`src/rtl/l1_pkg.sv`:
```
// Shared L1 definitions: write-scheduler state encoding and requester indices.
package l1_pkg;

    typedef enum logic [1:0] {
        WS_IDLE,
        WS_FLUSH,
        WS_DONE
    } l1_wsched_state_t;

    localparam int L1_WREQ_STORE  = 0;
    localparam int L1_WREQ_REFILL = 1;

endpackage

```
`src/rtl/l1_rr_arb2.sv`:
```
// Two-input round-robin arbiter; the priority pointer flips after every grant
// and is frozen while i_en is low.
module l1_rr_arb2
    import l1_pkg::*;
(
    input  logic       i_clk,
    input  logic       i_rst_n,
    input  logic       i_en,
    input  logic [1:0] i_req,
    output logic [1:0] o_gnt
);

    logic r_prio;

    always_comb begin
        o_gnt = 2'b00;
        if (i_en) begin
            if (i_req == 2'b11) begin
                o_gnt[L1_WREQ_STORE]  = ~r_prio;
                o_gnt[L1_WREQ_REFILL] = r_prio;
            end else begin
                o_gnt = i_req;
            end
        end
    end

    // After a store grant, prefer refill next time, and vice versa.
    always_ff @(posedge i_clk or negedge i_rst_n) begin
        if (!i_rst_n) begin
            r_prio <= 1'b0;
        end else if (i_en && (o_gnt != 2'b00)) begin
            r_prio <= o_gnt[L1_WREQ_STORE];
        end
    end

endmodule

```
`src/rtl/l1_mem_wr_sched.sv`:
```
// L1 array write-port scheduler: round-robin store/refill arbitration plus a
// whole-array zero flush, driving a registered wen/waddr/wdata stage.
//
// state    | meaning
// WS_IDLE  | arbitrate store/refill, or start a flush on i_flush_req
// WS_FLUSH | write zero to entry r_cnt each cycle, up to DEPTH-1
// WS_DONE  | last zero write visible on mem_*, pulse flush_done
module l1_mem_wr_sched
    import l1_pkg::*;
#(
    parameter  int WIDTH = 32,
    parameter  int DEPTH = 1024,
    localparam int AW    = $clog2(DEPTH)
) (
    input  logic             i_clk,
    input  logic             i_rst_n,
    input  logic             i_a_req,
    input  logic [AW-1:0]    i_a_addr,
    input  logic [WIDTH-1:0] i_a_data,
    output logic             o_a_ack,
    input  logic             i_b_req,
    input  logic [AW-1:0]    i_b_addr,
    input  logic [WIDTH-1:0] i_b_data,
    output logic             o_b_ack,
    input  logic             i_flush_req,
    output logic             o_flush_busy,
    output logic             o_flush_done,
    output logic             o_mem_wen,
    output logic [AW-1:0]    o_mem_waddr,
    output logic [WIDTH-1:0] o_mem_wdata
);

    localparam logic [AW-1:0] LAST_IDX = AW'(DEPTH - 1);

    l1_wsched_state_t r_state;
    l1_wsched_state_t w_state_nxt;
    logic [AW-1:0]    r_cnt;
    logic             w_arb_en;
    logic [1:0]       w_gnt;

    always_comb begin
        w_state_nxt = r_state;
        w_arb_en    = 1'b0;
        case (r_state)
            WS_IDLE: begin
                if (i_flush_req) begin
                    w_state_nxt = WS_FLUSH;
                end else begin
                    // Reset gating keeps acks low while rst_n is asserted.
                    w_arb_en = i_rst_n;
                end
            end
            WS_FLUSH: begin
                if (r_cnt == LAST_IDX) begin
                    w_state_nxt = WS_DONE;
                end
            end
            WS_DONE:  w_state_nxt = WS_IDLE;
            default:  w_state_nxt = WS_IDLE;
        endcase
    end

    always_ff @(posedge i_clk or negedge i_rst_n) begin
        if (!i_rst_n) begin
            r_state <= WS_IDLE;
        end else begin
            r_state <= w_state_nxt;
        end
    end

    always_ff @(posedge i_clk or negedge i_rst_n) begin
        if (!i_rst_n) begin
            r_cnt <= '0;
        end else if (r_state == WS_FLUSH) begin
            r_cnt <= r_cnt + 1'b1;
        end else begin
            r_cnt <= '0;
        end
    end

    l1_rr_arb2 u_arb (
        .i_clk   (i_clk),
        .i_rst_n (i_rst_n),
        .i_en    (w_arb_en),
        .i_req   ({i_b_req, i_a_req}),
        .o_gnt   (w_gnt)
    );

    assign o_a_ack = w_gnt[L1_WREQ_STORE];
    assign o_b_ack = w_gnt[L1_WREQ_REFILL];

    always_ff @(posedge i_clk or negedge i_rst_n) begin
        if (!i_rst_n) begin
            o_mem_wen   <= 1'b0;
            o_mem_waddr <= '0;
            o_mem_wdata <= '0;
        end else if (r_state == WS_FLUSH) begin
            o_mem_wen   <= 1'b1;
            o_mem_waddr <= r_cnt;
            o_mem_wdata <= '0;
        end else if (w_gnt[L1_WREQ_STORE]) begin
            o_mem_wen   <= 1'b1;
            o_mem_waddr <= i_a_addr;
            o_mem_wdata <= i_a_data;
        end else if (w_gnt[L1_WREQ_REFILL]) begin
            o_mem_wen   <= 1'b1;
            o_mem_waddr <= i_b_addr;
            o_mem_wdata <= i_b_data;
        end else begin
            o_mem_wen   <= 1'b0;
        end
    end

    assign o_flush_busy = (r_state != WS_IDLE);
    assign o_flush_done = (r_state == WS_DONE);

endmodule

```
`config.mk`:
```
export PLATFORM = sky130hd
export DESIGN_NAME = l1_mem_wr_sched
export DESIGN_NICKNAME = d
export VERILOG_FILES = /design/src/rtl/l1_pkg.sv /design/src/rtl/l1_rr_arb2.sv /design/src/rtl/l1_mem_wr_sched.sv
export SDC_FILE = /design/constraint.sdc
export NUM_CORES = 1
export LEC_CHECK = 0
export ABC_AREA = 1
export CELL_PAD_IN_SITES_DETAIL_PLACEMENT = 1
export CELL_PAD_IN_SITES_GLOBAL_PLACEMENT = 2
export CORE_ASPECT_RATIO = 0.7
export CORE_MARGIN = 2
export CORE_UTILIZATION = 20
export CTS_CLUSTER_DIAMETER = 120
export DETAILED_ROUTE_END_ITERATION = 8
export HOLD_SLACK_MARGIN = 0.08
export PLACE_DENSITY = 0.77
export RECOVER_POWER = 25
export SYNTH_ARGS = -nofsm -noshare
export SYNTH_HDL_FRONTEND = slang
export SYNTH_SLANG_ARGS = --single-unit
```
`constraint.sdc`:
```
create_clock -name i_clk -period 1.4 [get_ports i_clk]
set_clock_uncertainty 0.15 [all_clocks]
set_input_delay 0.28 -clock i_clk [delete_from_list [all_inputs] [get_ports i_clk]]
set_output_delay 0.28 -clock i_clk [all_outputs]
set_load 0.01 [all_outputs]
```
# After elaboration in Yosys (flattened, before gate mapping)
# Cells that the tools add are included.
# totals
out_inout_bits,47
reg_bits,56
wordCells,37
# classes
n_addsub,1
reduce_logical,6
bitwise,1
n_eq_ne,6
muxes,17
# op_table
cell,n
$mux W32,3
$mux W10,4
$add A10 B1 Y10 const B,1
$eq A10 B10 Y1 const B,1
$mux W2,4
$mux W1,5
$eq A2 B2 Y1 const B,2
$ne A2 B2 Y1 const B,2
$pmux W2 S2,1
$reduce_bool A2 Y1,2
$reduce_bool A3 Y1,1
$eq A2 B1 Y1 const B,1
$logic_not A2 Y1,1
$reduce_and A2 Y1,1
$logic_and A1 B1 Y1,1
$not A1 Y1,1

# Logic depth before layout (Yosys ltp)
# logic_depth
depth_word,6
depth_mapped,9

# Modules after synthesis
# Synthesis repeated with hierarchy kept, for this count alone.
# unflattened
hier_cells,343
hier_area_um2,2859.0
# by_module_without_submodules
module,cells_each,n_inst,seq_area_each_um2,area_per_inst_um2
l1_mem_wr_sched,332,1,1376.3,2795.2
l1_rr_arb2,11,1,25.0,63.8

# Worst setup path after synthesis
# Ideal clock, no wire load.
# synth_path
path_type,flip-flop to output port
start,register r_state[0]
end,output port o_a_ack
t_required_ns,0.970
path_slack_ns,-0.033
path_buffers,1
t_arrival_ns,1.003
stages_incl_launch_ff,7
cell_sequence,dfrtp_1 > inv_2 > nand2_4 > nor2_8 > nand2_4 > inv_4 > buf_4
# synth_via
elab_chain_cells,3
# synth_rtl
element,line,source
start: declaration,l1_mem_wr_sched.sv:35,l1_wsched_state_t r_state;
start signal: assignment,l1_mem_wr_sched.sv:67,r_state <= w_state_nxt;
$logic_not A2 Y1,l1_mem_wr_sched.sv:44,case (r_state)
$mux W1,l1_mem_wr_sched.sv:44,
$mux W2,l1_rr_arb2.sv:17,if (i_en) begin
end: declaration,l1_mem_wr_sched.sv:20,"output logic o_a_ack,"
# Every way passes these cells.

# Worst setup path in the final report
# layout_path
start,register r_state[1]
end,output port o_b_ack
# layout_via
elab_chain_cells,3
# layout_rtl
element,line,source
$logic_not A2 Y1,l1_mem_wr_sched.sv:44,
$mux W1,l1_mem_wr_sched.sv:44,
$mux W2,l1_rr_arb2.sv:17,
end: declaration,l1_mem_wr_sched.sv:24,"output logic o_b_ack,"
# Every way passes these cells.

==> key figures <==
Run status
  – Status: finished with violations
  – Failing checks: negative setup slack

Floorplan
  – Die span in x: 147 um
  – Die span in y: 104 um
  – Core area: 13900 um^2
  – Row count: 36
  – Ports: 136
  – Die ar.: 15200 um^2
  – Initial core utilization: 20.5%

Pwr
  – Static leakage: 2.42 nW
  – Pwr dens: 661 nW/um^2
  – Maximum vdd drop: 0.391 mV

Logic synthesis
  – Syn_nets: 443
  – Synth warn: 0
  – Top post-synthesis cells by area: dfrtp_1 (49%), o21ai_1 (11%), nand2_1 (9.9%)
  – Sequential area share after synthesis: 49.2%
  – Synth area leader: dfrtp_1
  – Synthesized area: 2850 um^2
  – Distinct cells, synth: 28
  – Area share of the largest cell type after synthesis: 49.2%
  – FF+latch count, synth: 56
  – Synthesized instance count: 353
  – Syn Area/Cell: 8.07 um^2

Layout
  – Fill cell total of the finished layout: 1632
  – Area delta synth->final: 82.4%
  – Final Core Density: 37.3%
  – # diodes: 0
  – Layout cells sized above 1: 28.4%
  – Layout Cells excl Fill: 718
  – Multi-input logic area: 1470 um^2
  – Nets: 617
  – Register area: 1400 um^2

Placement
  – Port Buffers: 135
  – Final Wtd Congestion: 0.769
  – Dpl cells: 700
  – Hpwl dp: 8.10 mm

CTS
  – Longest Clk Path Bufs: 2
  – CTS Buf Count: 5
  – CTS sink cnt: 56
  – Root Driver: clkbuf_16
  – CTS H-tree depth: 2
  – Clock transition at path regs: 0.07 ns
  – Clock Latency Late Sink: 0.29 ns
  – CTS tree: done

Detailed routing
  – Antenna viol nets, final: 0
  – Avg WL per Cell: 15.9 um
  – Via Count: 3022
  – # DRC: 0
  – Routed Wire Length: 11.4 mm
  – Drt first-iter violations: 96
  – Drt first pass iters: 4
  – Vias per cell: 4.21

Worst setup path
  – Cell count of the worst reg-to-reg path: 11
  – CP arrival: 1.28 ns
  – R2R Path Start: r_state[1]
  – Worst Path Class, Setup: flip-flop to primary output
  – Worst setup EP type: primary output
  – Crit-path max FO: 3
  – Reg2reg end: o_mem_wdata[5]
  – Worst path required time: 0.97 ns
  – Reg2Reg Setup Slack: -0.30 ns
  – Crit start category: flip-flop

Timing
  – Final period util: 122%
  – Worst Tran Pin Value: 0.815 ns
  – Final Hold Slack: 0.205 ns
  – Crit path time final: 1.71 ns
  – Fin. Hold Viols: 0
  – Fmax achieved: 584 MHz
  – Endpoints failing setup: 50
  – RSZ-0062 raised after global routing: true
  – Max-slew headroom: 45.7%
  – Worst setup margin: -0.312 ns
  – Pins over their slew limit: 0

Hold path
  – HP Class: primary input to asynchronous set/reset pin

Global routing
  – Largest net degree at the start of global routing: 57
  – Initial antenna violation count: 0
  – Total GRT Usage: 14.5%
  – GR Overflow Total: 0
  – First-pass GRT wire length: 17.7 mm
  – Number of global-route vias before repair: 3155

Run
  – Max Cap Viol: 0
-- how the worst max path moves through the flow --
stage	from	end	depth (start not counted)
4_1_cts	r_state[1]	o_b_ack	7
5_1_grt	r_state[1]	o_mem_waddr[6]	9
6_report	r_state[1]	o_b_ack	7
3_5_place_dp	i_a_req	o_a_ack	6
3_3_place_gp	i_a_req	o_a_ack	6
2_1_floorplan	r_state[0]	o_a_ack	6
-- registers in the layout, summed over array words and instances, names as in the netlist --
name          count
o_mem_wdata      32
u_arb.r_prio      1
o_mem_wen         1
o_mem_waddr      10
r_cnt            10
r_state           2
-- cells in the final DEF, fill, tap and decap left out, types with 4 or more instances in the layout --
cell | synthesis | final
clkdlybuf4s50_1 | 0 | 84
dfrtp_1 | 56 | 55
o21ai_1 | 60 | 54
nand2_1 | 75 | 53
nor2_1 | 53 | 49
buf_4 | 9 | 30
clkdlybuf4s15_1 | 0 | 25
inv_1 | 22 | 19
clkbuf_2 | 0 | 18
nand3_1 | 22 | 16
nand2_2 | 3 | 15
o21ai_2 | 3 | 14
nand2_4 | 3 | 11
buf_6 | 2 | 10
clkbuf_16 | 0 | 8
nand3_2 | 1 | 7
nand3b_1 | 7 | 7
buf_12 | 0 | 6
inv_2 | 4 | 5
a21oi_1 | 5 | 5
nand4_1 | 4 | 4
-- synth_stat cells, drive strengths merged --
master  number
nand2       82
o21ai       70
dfrtp       56
nor2        54
inv         27
nand3       24
buf         18
nand3b       7
a21oi        6
nand4        4
clkinv       1
ha           1
nor3         1
or2          1
xor2         1
-- report_power, final --
group	internal [mW]	switching, mW	total [mW]
logic	0.243	0.121	0.364
clock network	0.845	0.609	1.45
registers	1.62	0.00208	1.62
total	2.71	0.732	3.44
-- critical path: stages (launching register included) --
cell     delay (ns)
dfrtp_1        0.39
inv_2          0.08
nand2_4        0.07
nor2_8         0.15
buf_12         0.12
nand2_8        0.04
inv_2          0.05
buf_6          0.09
-- routing by layer --
| layer | global-route usage [%] | vias to the layer above | routed length [um] |
|---|---|---|---|
| met5 | 0 | - | 0 |
| met4 | 2.77 | 0 | 96 |
| li1 | - | 1493 | - |
| met1 | 20.2 | 1437 | 5520 |
| met3 | 4.52 | 4 | 760 |
| met2 | 22.2 | 88 | 5020 |
-- per-stage QoR --
stage	worst slack [ns]	TNS (ns)	power, mW	instance area [um^2]
final	-0.312	-12.37	3.44	5200
after global routing	-0.392	-16.62	3.58	5200
after CTS	-0.300	-11.88	3.48	4960
after detailed placement	-0.764	-32.75	2.01	4670
after global placement	-0.755	-30.97	2.01	4670
after floorplan	-0.0288	-0.652	1.71	2860
-- area by class of cell --
type | instances | share of cell area (%)
Sequential cell | 56 | 27.0
Multi-Input combinational cell | 251 | 28.2
Tap cell | 190 | 4.57
Inverter | 28 | 2.34
Clock buffer | 6 | 2.48
Timing Repair Buffer | 185 | 34.7
Clock inverter | 2 | 0.674
-- kinds of logic (layout without fill, tap and decap cells) --
| group | Yosys count | in the layout | synth area share (%) |
|---|---|---|---|
| simple gates | 173 | 173 | 28.1 |
| xor+xnor | 1 | 1 | 0.307 |
| buf+inv | 46 | 221 | 8.16 |
| fa+ha+maj | 1 | 1 | 0.439 |
| compound gates | 76 | 76 | 13.9 |
| flops | 56 | 56 | 49.2 |
-- timing repair --
item | CTS | global route
gates cloned | 1 | 3
gates resized for setup | 140 | 85
pin swaps | 11 | 5
setup buffers | 2 | 7
hold buffers | 0 | 0
endpoints found under the setup margin | 101 | 74
(Power assumes the default switching activity.)
